File: src/rtl/audio_pwm_sink.sv
// PWM audio sink: samples enter a small FIFO via valid/ready, one is popped per sample
// period, and its value sets the PWM high time. Optional build macro: AUDIO_PWM_HOLD_LAST_EN.
module audio_pwm_sink #(
  parameter int unsigned DIV_48KHZ  = 259,
  parameter int unsigned FIFO_DEPTH = 4,
  parameter logic [7:0]  MIDSCALE   = 8'h80
) (
  input  logic                          clk,
  input  logic                          rstn,
  input  logic                          en_i,
  input  logic                          sample_valid_i,
  input  logic [7:0]                    sample_data_i,
  output logic                          sample_ready_o,
  input  logic                          underrun_clr_i,
  output logic                          pwm_o,
  output logic                          sample_tick_o,
  output logic                          underrun_o,
  output logic [$clog2(FIFO_DEPTH):0]   fifo_level_o
);

  localparam int unsigned CntW = $clog2(DIV_48KHZ + 1);
  localparam int unsigned CmpW = (CntW > 8) ? CntW : 8;
  localparam int unsigned PtrW = $clog2(FIFO_DEPTH);
  localparam int unsigned LvlW = PtrW + 1;
  localparam logic [CntW-1:0] CntMax = CntW'(DIV_48KHZ);
  localparam logic [LvlW-1:0] LvlFull = LvlW'(FIFO_DEPTH);

  if (DIV_48KHZ < 255) begin : g_div_chk
    $error("audio_pwm_sink: DIV_48KHZ must be >= 255");
  end
  if ((FIFO_DEPTH < 2) || ((FIFO_DEPTH & (FIFO_DEPTH - 1)) != 0)) begin : g_depth_chk
    $error("audio_pwm_sink: FIFO_DEPTH must be a power of two >= 2");
  end

  logic [CntW-1:0] r_cnt;
  logic [7:0]      r_cur;
  logic [7:0]      r_mem [FIFO_DEPTH];
  logic [PtrW-1:0] r_rd_ptr;
  logic [PtrW-1:0] r_wr_ptr;
  logic [LvlW-1:0] r_level;
  logic            r_pwm;
  logic            r_under;

  logic w_tick;
  logic w_full;
  logic w_empty;
  logic w_push;
  logic w_pop;

  always_comb begin
    w_tick  = en_i & (r_cnt == CntMax);
    w_full  = (r_level == LvlFull);
    w_empty = (r_level == '0);
    // Ready is forced low during reset even though the level is already zero.
    w_push  = sample_valid_i & sample_ready_o;
    w_pop   = w_tick & ~w_empty;
  end

  assign sample_ready_o = rstn & en_i & ~w_full;
  assign sample_tick_o  = w_tick;
  assign pwm_o          = r_pwm;
  assign underrun_o     = r_under;
  assign fifo_level_o   = r_level;

  // Storage is not reset; validity is tracked solely by the level and pointers.
  always_ff @(posedge clk) begin
    if (w_push) begin
      r_mem[r_wr_ptr] <= sample_data_i;
    end
  end

  always_ff @(posedge clk or negedge rstn) begin
    if (!rstn) begin
      r_cnt    <= '0;
      r_cur    <= MIDSCALE;
      r_rd_ptr <= '0;
      r_wr_ptr <= '0;
      r_level  <= '0;
      r_pwm    <= 1'b0;
    end else if (!en_i) begin
      r_cnt    <= '0;
      r_cur    <= MIDSCALE;
      r_rd_ptr <= '0;
      r_wr_ptr <= '0;
      r_level  <= '0;
      r_pwm    <= 1'b0;
    end else begin
      r_cnt <= w_tick ? '0 : r_cnt + CntW'(1);
      r_pwm <= (CmpW'(r_cnt) < CmpW'(r_cur));
      if (w_push) begin
        r_wr_ptr <= r_wr_ptr + PtrW'(1);
      end
      if (w_pop) begin
        r_cur    <= r_mem[r_rd_ptr];
        r_rd_ptr <= r_rd_ptr + PtrW'(1);
      end else if (w_tick) begin
`ifdef AUDIO_PWM_HOLD_LAST_EN
        r_cur <= r_cur;
`else
        r_cur <= MIDSCALE;
`endif
      end
      r_level <= r_level + LvlW'(w_push) - LvlW'(w_pop);
    end
  end

  // Sticky flag survives en_i = 0; a new underrun beats a simultaneous clear.
  always_ff @(posedge clk or negedge rstn) begin
    if (!rstn) begin
      r_under <= 1'b0;
    end else if (w_tick && w_empty) begin
      r_under <= 1'b1;
    end else if (underrun_clr_i) begin
      r_under <= 1'b0;
    end
  end

endmodule

File: config.mk
export PLATFORM = sky130hd
export DESIGN_NAME = audio_pwm_sink
export DESIGN_NICKNAME = d
export VERILOG_FILES = /design/src/rtl/audio_pwm_sink.sv
export SDC_FILE = /design/constraint.sdc
export NUM_CORES = 1
export LEC_CHECK = 0
export ABC_CLOCK_PERIOD_IN_PS = 2850
export CAP_MARGIN = 20
export CORE_ASPECT_RATIO = 2
export CORE_UTILIZATION = 57
export DETAILED_ROUTE_END_ITERATION = 7
export PLACE_DENSITY = 0.78
export SLEW_MARGIN = 20
export SYNTH_ARGS = -nofsm -noshare
export SYNTH_HDL_FRONTEND = slang
export SYNTH_SLANG_ARGS = --single-unit
File: constraint.sdc
create_clock -name clk -period 2.85 [get_ports clk]
set_input_delay 0.7125 -clock clk [delete_from_list [all_inputs] [get_ports clk]]
set_output_delay 0.7125 -clock clk [all_outputs]
set_load 0.05 [all_outputs]
# After elaboration in Yosys (flattened, before gate mapping)
# Memory sizes are Yosys's and may differ from the RTL's.
# Cells that the tools add are included.
totals:
  ff_bits: 26
  inputBits: 13
  n_memories: 1
  ram_bits: 32
  output_inout_bits: 7
op_classes:
  add_sub_neg: 5
  magnitude_cmp: 1
  reduce_logical: 3
  n_eq_ne: 5
  n_bitwise: 7
  muxes: 15
memory_table:
  columns: ["name", "depth", "word_bits", "rd", "rd_ports_with_merged_regs", "write_ports", "line", "source"]
  rows:
  - ["r_mem", 4, 8, 1, 0, 1, "37", "logic [7:0] r_mem [FIFO_DEPTH];"]
op_table:
  columns: ["cell", "n"]
  rows:
  - ["$mux W8", 3]
  - ["$mux W9", 2]
  - ["$add A9 B1 Y9 const B", 1]
  - ["$eq A9 B9 Y1 const B", 1]
  - ["$lt A9 B8 Y1", 1]
  - ["$mux W2", 4]
  - ["$and A1 B1 Y1", 5]
  - ["$mux W1", 5]
  - ["$add A2 B1 Y2 const B", 2]
  - ["$ne A2 B1 Y1 const B", 2]
  - ["$add A3 B1 Y3", 1]
  - ["$eq A3 B3 Y1 const B", 1]
  - ["$logic_not A3 Y1", 1]
  - ["$mux W3", 1]
  - ["$ne A3 B1 Y1 const B", 1]
  - ["$sub A3 B1 Y3", 1]
  - ["$not A1 Y1", 2]
  - ["$reduce_bool A2 Y1", 1]
  - ["$logic_and A1 B1 Y1", 1]

# Depth between registers and ports, before layout
logic_depth:
  word_depth: 7
  mapped_depth: 11
  mapped_depth_nobuf: 11

# Worst setup path after synthesis
# OpenSTA, ideal clock, no wires.
synth_path:
  path_type: "register -> register"
  from: "register r_level[1], in the netlist fifo_level_o[1]"
  to: "register r_level[2], in the netlist fifo_level_o[2]"
  slack_ns: 0.329
  path_stages_with_launch: 11
  setup_time_ns: 0.119
  arrival_time_ns: 2.402
  required_time_ns: 2.731
  period_less_slack_ns: 2.521
  path_cell_list: "dfrtp_1 > nor2_1 > a211oi_2 > inv_1 > ha_1 > inv_1 > ha_1 > inv_1 > fa_1 > xnor2_1 > and2_1"
synth_between:
  elab_chain_cells: 7
  elab_cells_between_ends: 10
synth_lines:
  columns: ["element", "line", "source"]
  rows:
  - ["start: declaration", "40", "logic [LvlW-1:0] r_level;"]
  - ["start signal: assignment", "103", "r_level <= r_level + LvlW'(w_push) - LvlW'(w_pop);"]
  - ["$eq A3 B3 Y1", "52", "w_full = (r_level == LvlFull);"]
  - ["$not A1 Y1", "59", "assign sample_ready_o = rstn & en_i & ~w_full;"]
  - ["$and A1 B1 Y1", "59", null]
  - ["$and A1 B1 Y1", "55", "w_push = sample_valid_i & sample_ready_o;"]
  - ["$add A3 B1 Y3", "103", null]
  - ["$sub A3 B1 Y3 *", "103", null]
  - ["$mux W3 *", "80", "end else if (!en_i) begin"]
# Every way passes the cells marked *; elsewhere a longest branch is shown, timed or not.
# A chain may end at the register's enable or synchronous reset.

# Worst setup path in the final report
layout_path:
  from: "register r_cnt[0]"
  to: "register r_level[2], in the netlist fifo_level_o[2]"
layout_between:
  elab_chain_cells: 5
layout_lines:
  columns: ["element", "line", "source"]
  rows:
  - ["start: declaration", "35", "logic [CntW-1:0] r_cnt;"]
  - ["start signal: assignment", "88", "r_cnt <= w_tick ? '0 : r_cnt + CntW'(1);"]
  - ["$eq A9 B9 Y1", "51", "w_tick = en_i & (r_cnt == CntMax);"]
  - ["$and A1 B1 Y1", "51", null]
  - ["$and A1 B1 Y1", "56", "w_pop = w_tick & ~w_empty;"]
  - ["$sub A3 B1 Y3", "103", null]
  - ["$mux W3", "80", null]
# No other way between the ends.

==> qor.yml <==
run_status:
  status: "complete, no violations"
layout:
  area_growth_syn_to_layout_pct: 17.1
  utilization_pct: 70.5
  layout.nets: 235
  drive_gt1_share_pct: 19.3
  final_cells: 266
  fill_cells: 293
  num_antenna_cells: 0
setup_path:
  ff2ff_path_depth: 11
  r2r-end: "fifo_level_o[2]$_DFF_PN0_"
  rrSetupSlack_ps: 250
  rr_startpoint: "r_cnt[0]$_DFF_PN0_"
  crit_type: "reg -> reg"
  end_kind: "flip-flop"
  required_ps: 3070
  startpoint_type: "flip-flop"
  arrival_ps: 2820
  worstPathMaxFanout: 6
global_route:
  grt-ovfl-total: 0
  grt_pass1_vias: 1683
  gr-usage-all-layers_pct: 21.8
  grt_pass1_wl_um: 7650
  grt_max_degree: 27
  antenna_found_initial: 0
die:
  die_area_mm2: 0.00492
  rows: 34
  start_util_pct: 60.2
  core_area_mm2: 0.00438
  die_w_um: 50.1
  die_h_um: 98.2
  io-pin-count: 20
sta:
  fmax_mhz: 384
  fin_worst_skew_ps: 5.55
  maxSlewHeadroom_pct: 61.2
  grt_setup_unrepaired: "no"
  fin_crit_ps: 2600
  worstMarginPinSlew_ps: 582
  finalSetupViolations: 0
  slew_violations: 0
  holdWs_ps: 530
  hold_viol: 0
  fin_tns_setup_ps: 0
  period_share_pct: 91.4
yosys:
  synth-seq-cells: 58
  syn_nets: 206
  synth_area_mm2: 0.00264
  syn_avg_cell_area_um2: 14.8
  synth_cell_type_count: 38
  synthTopCellsByCount: "edfxtp_1, dfrtp_1, inv_1, ha_1"
  async_reset_ff_share_pct: 44.8
  yosys_most_used_dff: "edfxtp_1"
  synth_top_area_cell: "edfxtp_1"
  syn_inst: 178
  synth_most_common_cell: "edfxtp_1"
  synthTopCellsByArea: "edfxtp_1, dfrtp_1, mux4_2"
  seq_area_frac_synth_pct: 61.1
  synth_warnings: 0
  synth.top_cell.area_share_pct: 36.4
  synth_edf_count: 32
min_path:
  min-delay-path-class: "reg -> reg"
  hp-start: "r_cur[2]$_DFFE_PN0P_"
  hold_end: "r_cur[2]$_DFFE_PN0P_"
  min_path_cells: 1
pwr:
  power_density_mw_per_mm2: 564
  intPower_w: 0.00135
  ir_drop_v: 0.000590
  p_leak_nw: 1.23
  p_sw_share_pct: 22.5
  p_sw_w: 0.000393
  p_seq_share_pct: 52.4
  p_clk_share_pct: 41.8
  p_comb_share_pct: 5.7
clock_network:
  cts_tree: "yes"
  cts-root-buf: "clkbuf_8"
  insertion_delay_ps: 330
  postCtsSetupBuffers: 0
  cts_buffers: 9
  cts_resized: 0
  cts_hold_buf: 0
  clock_path_buffers: 2
  clock-sinks: 58
  path_clk_slew_ps: 60
  htreeDepth: 3
placement:
  dp_cells: 250
  portBuffers: 19
  place_congestion: 0.797
  dpl.hpwl_um: 3300
routing:
  dr_total_vias: 1519
  viasPerCell: 5.71
  wirelength_um: 4510
  drcViolationCount: 0
  first_iter_violations: 34
  dr.pass1.iters: 4
  ant_nets: 0
  wl_per_cell_um: 17.0
run:
  drv_cap: 0
through the flow:
step                      cell area, µm²  total power, W  worst slack, ps
final                               3090         0.00174              246
after global routing                3090         0.00181             56.4
after CTS                           3090         0.00176              221
after detailed placement            2900         0.00103            -42.4
after global placement              2900         0.00102             55.9
after floorplan                     2640        0.000977              329
flip-flops by register name, summed over array words and instances, names as in the netlist:
signal,flops
fifo_level_o,3
pwm_o,1
r_cnt,9
r_cur,8
r_mem,32
r_rd_ptr,2
r_wr_ptr,2
underrun_o,1
kinds of logic (layout without fill, tap and decap cells):
kind of cell | after synthesis | in the layout | synth area share [%]
adder cells (fa/ha/maj) | 15 | 15 | 7.40
AO/OA/AOI/OAI | 19 | 19 | 5.93
flip-flops | 58 | 58 | 61.1
buffers and inverters | 22 | 56 | 4.36
XOR/XNOR | 11 | 11 | 3.65
multiplexers | 9 | 9 | 7.21
AND/OR/NAND/NOR | 44 | 44 | 10.3
metal layers:
metal	global-route usage (%)	vias up	part of all wire [%]
met2	37.5	27	57
met3	7.63	10	3.1
met1	22.7	768	38
met5	0	-	0
met4	10.5	0	2.3
li1	-	714	-
placed cells by master (no fill, tap or decap), drive strengths merged, types with 2 or more instances in the layout:
cell type and count:
a32o 7, nand2 8, and3 4, xnor2 5
inv 18, buf 6, dfrtp 25, clkinvlp 3
a211oi 2, edfxtp 32, nand4 3, and2 9
clkbuf 10, ha 14, xor2 6, mux4 8
o21ai 3, nand3 4, clkdlybuf4s50 17, nor4b 2
a21oi 3, nor2 9
how the worst max path moves through the flow:
stage,to,from
final,fifo_level_o[2]$_DFF_PN0_,r_cnt[0]$_DFF_PN0_
after global routing,fifo_level_o[2]$_DFF_PN0_,r_cnt[0]$_DFF_PN0_
after CTS,fifo_level_o[2]$_DFF_PN0_,r_cnt[0]$_DFF_PN0_
after detailed placement,fifo_level_o[2]$_DFF_PN0_,en_i
after global placement,fifo_level_o[2]$_DFF_PN0_,en_i
after floorplan,fifo_level_o[2]$_DFF_PN0_,fifo_level_o[1]$_DFF_PN0_
worst max-delay path: stages (launching register included):
cell     delay, ps
dfrtp_1        450
ha_1           220
nor4b_4        290
and2_1         220
and3_2         190
ha_1           230
inv_1           60
ha_1           130
inv_1           50
fa_1           370
xnor2_1        130
and2_1         140
area by class of cell:
type | instances | area (µm²) | area share, %
clock buffer | 10 | 128 | 4.13
clock inverter | 6 | 66.3 | 2.15
inverter | 17 | 63.8 | 2.07
multi-input combinational | 98 | 911 | 29.5
sequential | 58 | 1610 | 52.2
tap | 54 | 67.6 | 2.19
timing repair buffer | 23 | 240 | 7.78
power by group through the flow:
stage,clock network [W],logic [W],registers (W)
floorplan,0,0.0000419,0.000935
global placement,0,0.0000941,0.000929
detailed placement,0,0.000100,0.000931
CTS,0.000744,0.000101,0.000913
global route,0.000783,0.000111,0.000915
finish,0.000729,0.0000997,0.000914
Note: power is estimated with default switching activity, not from simulation.
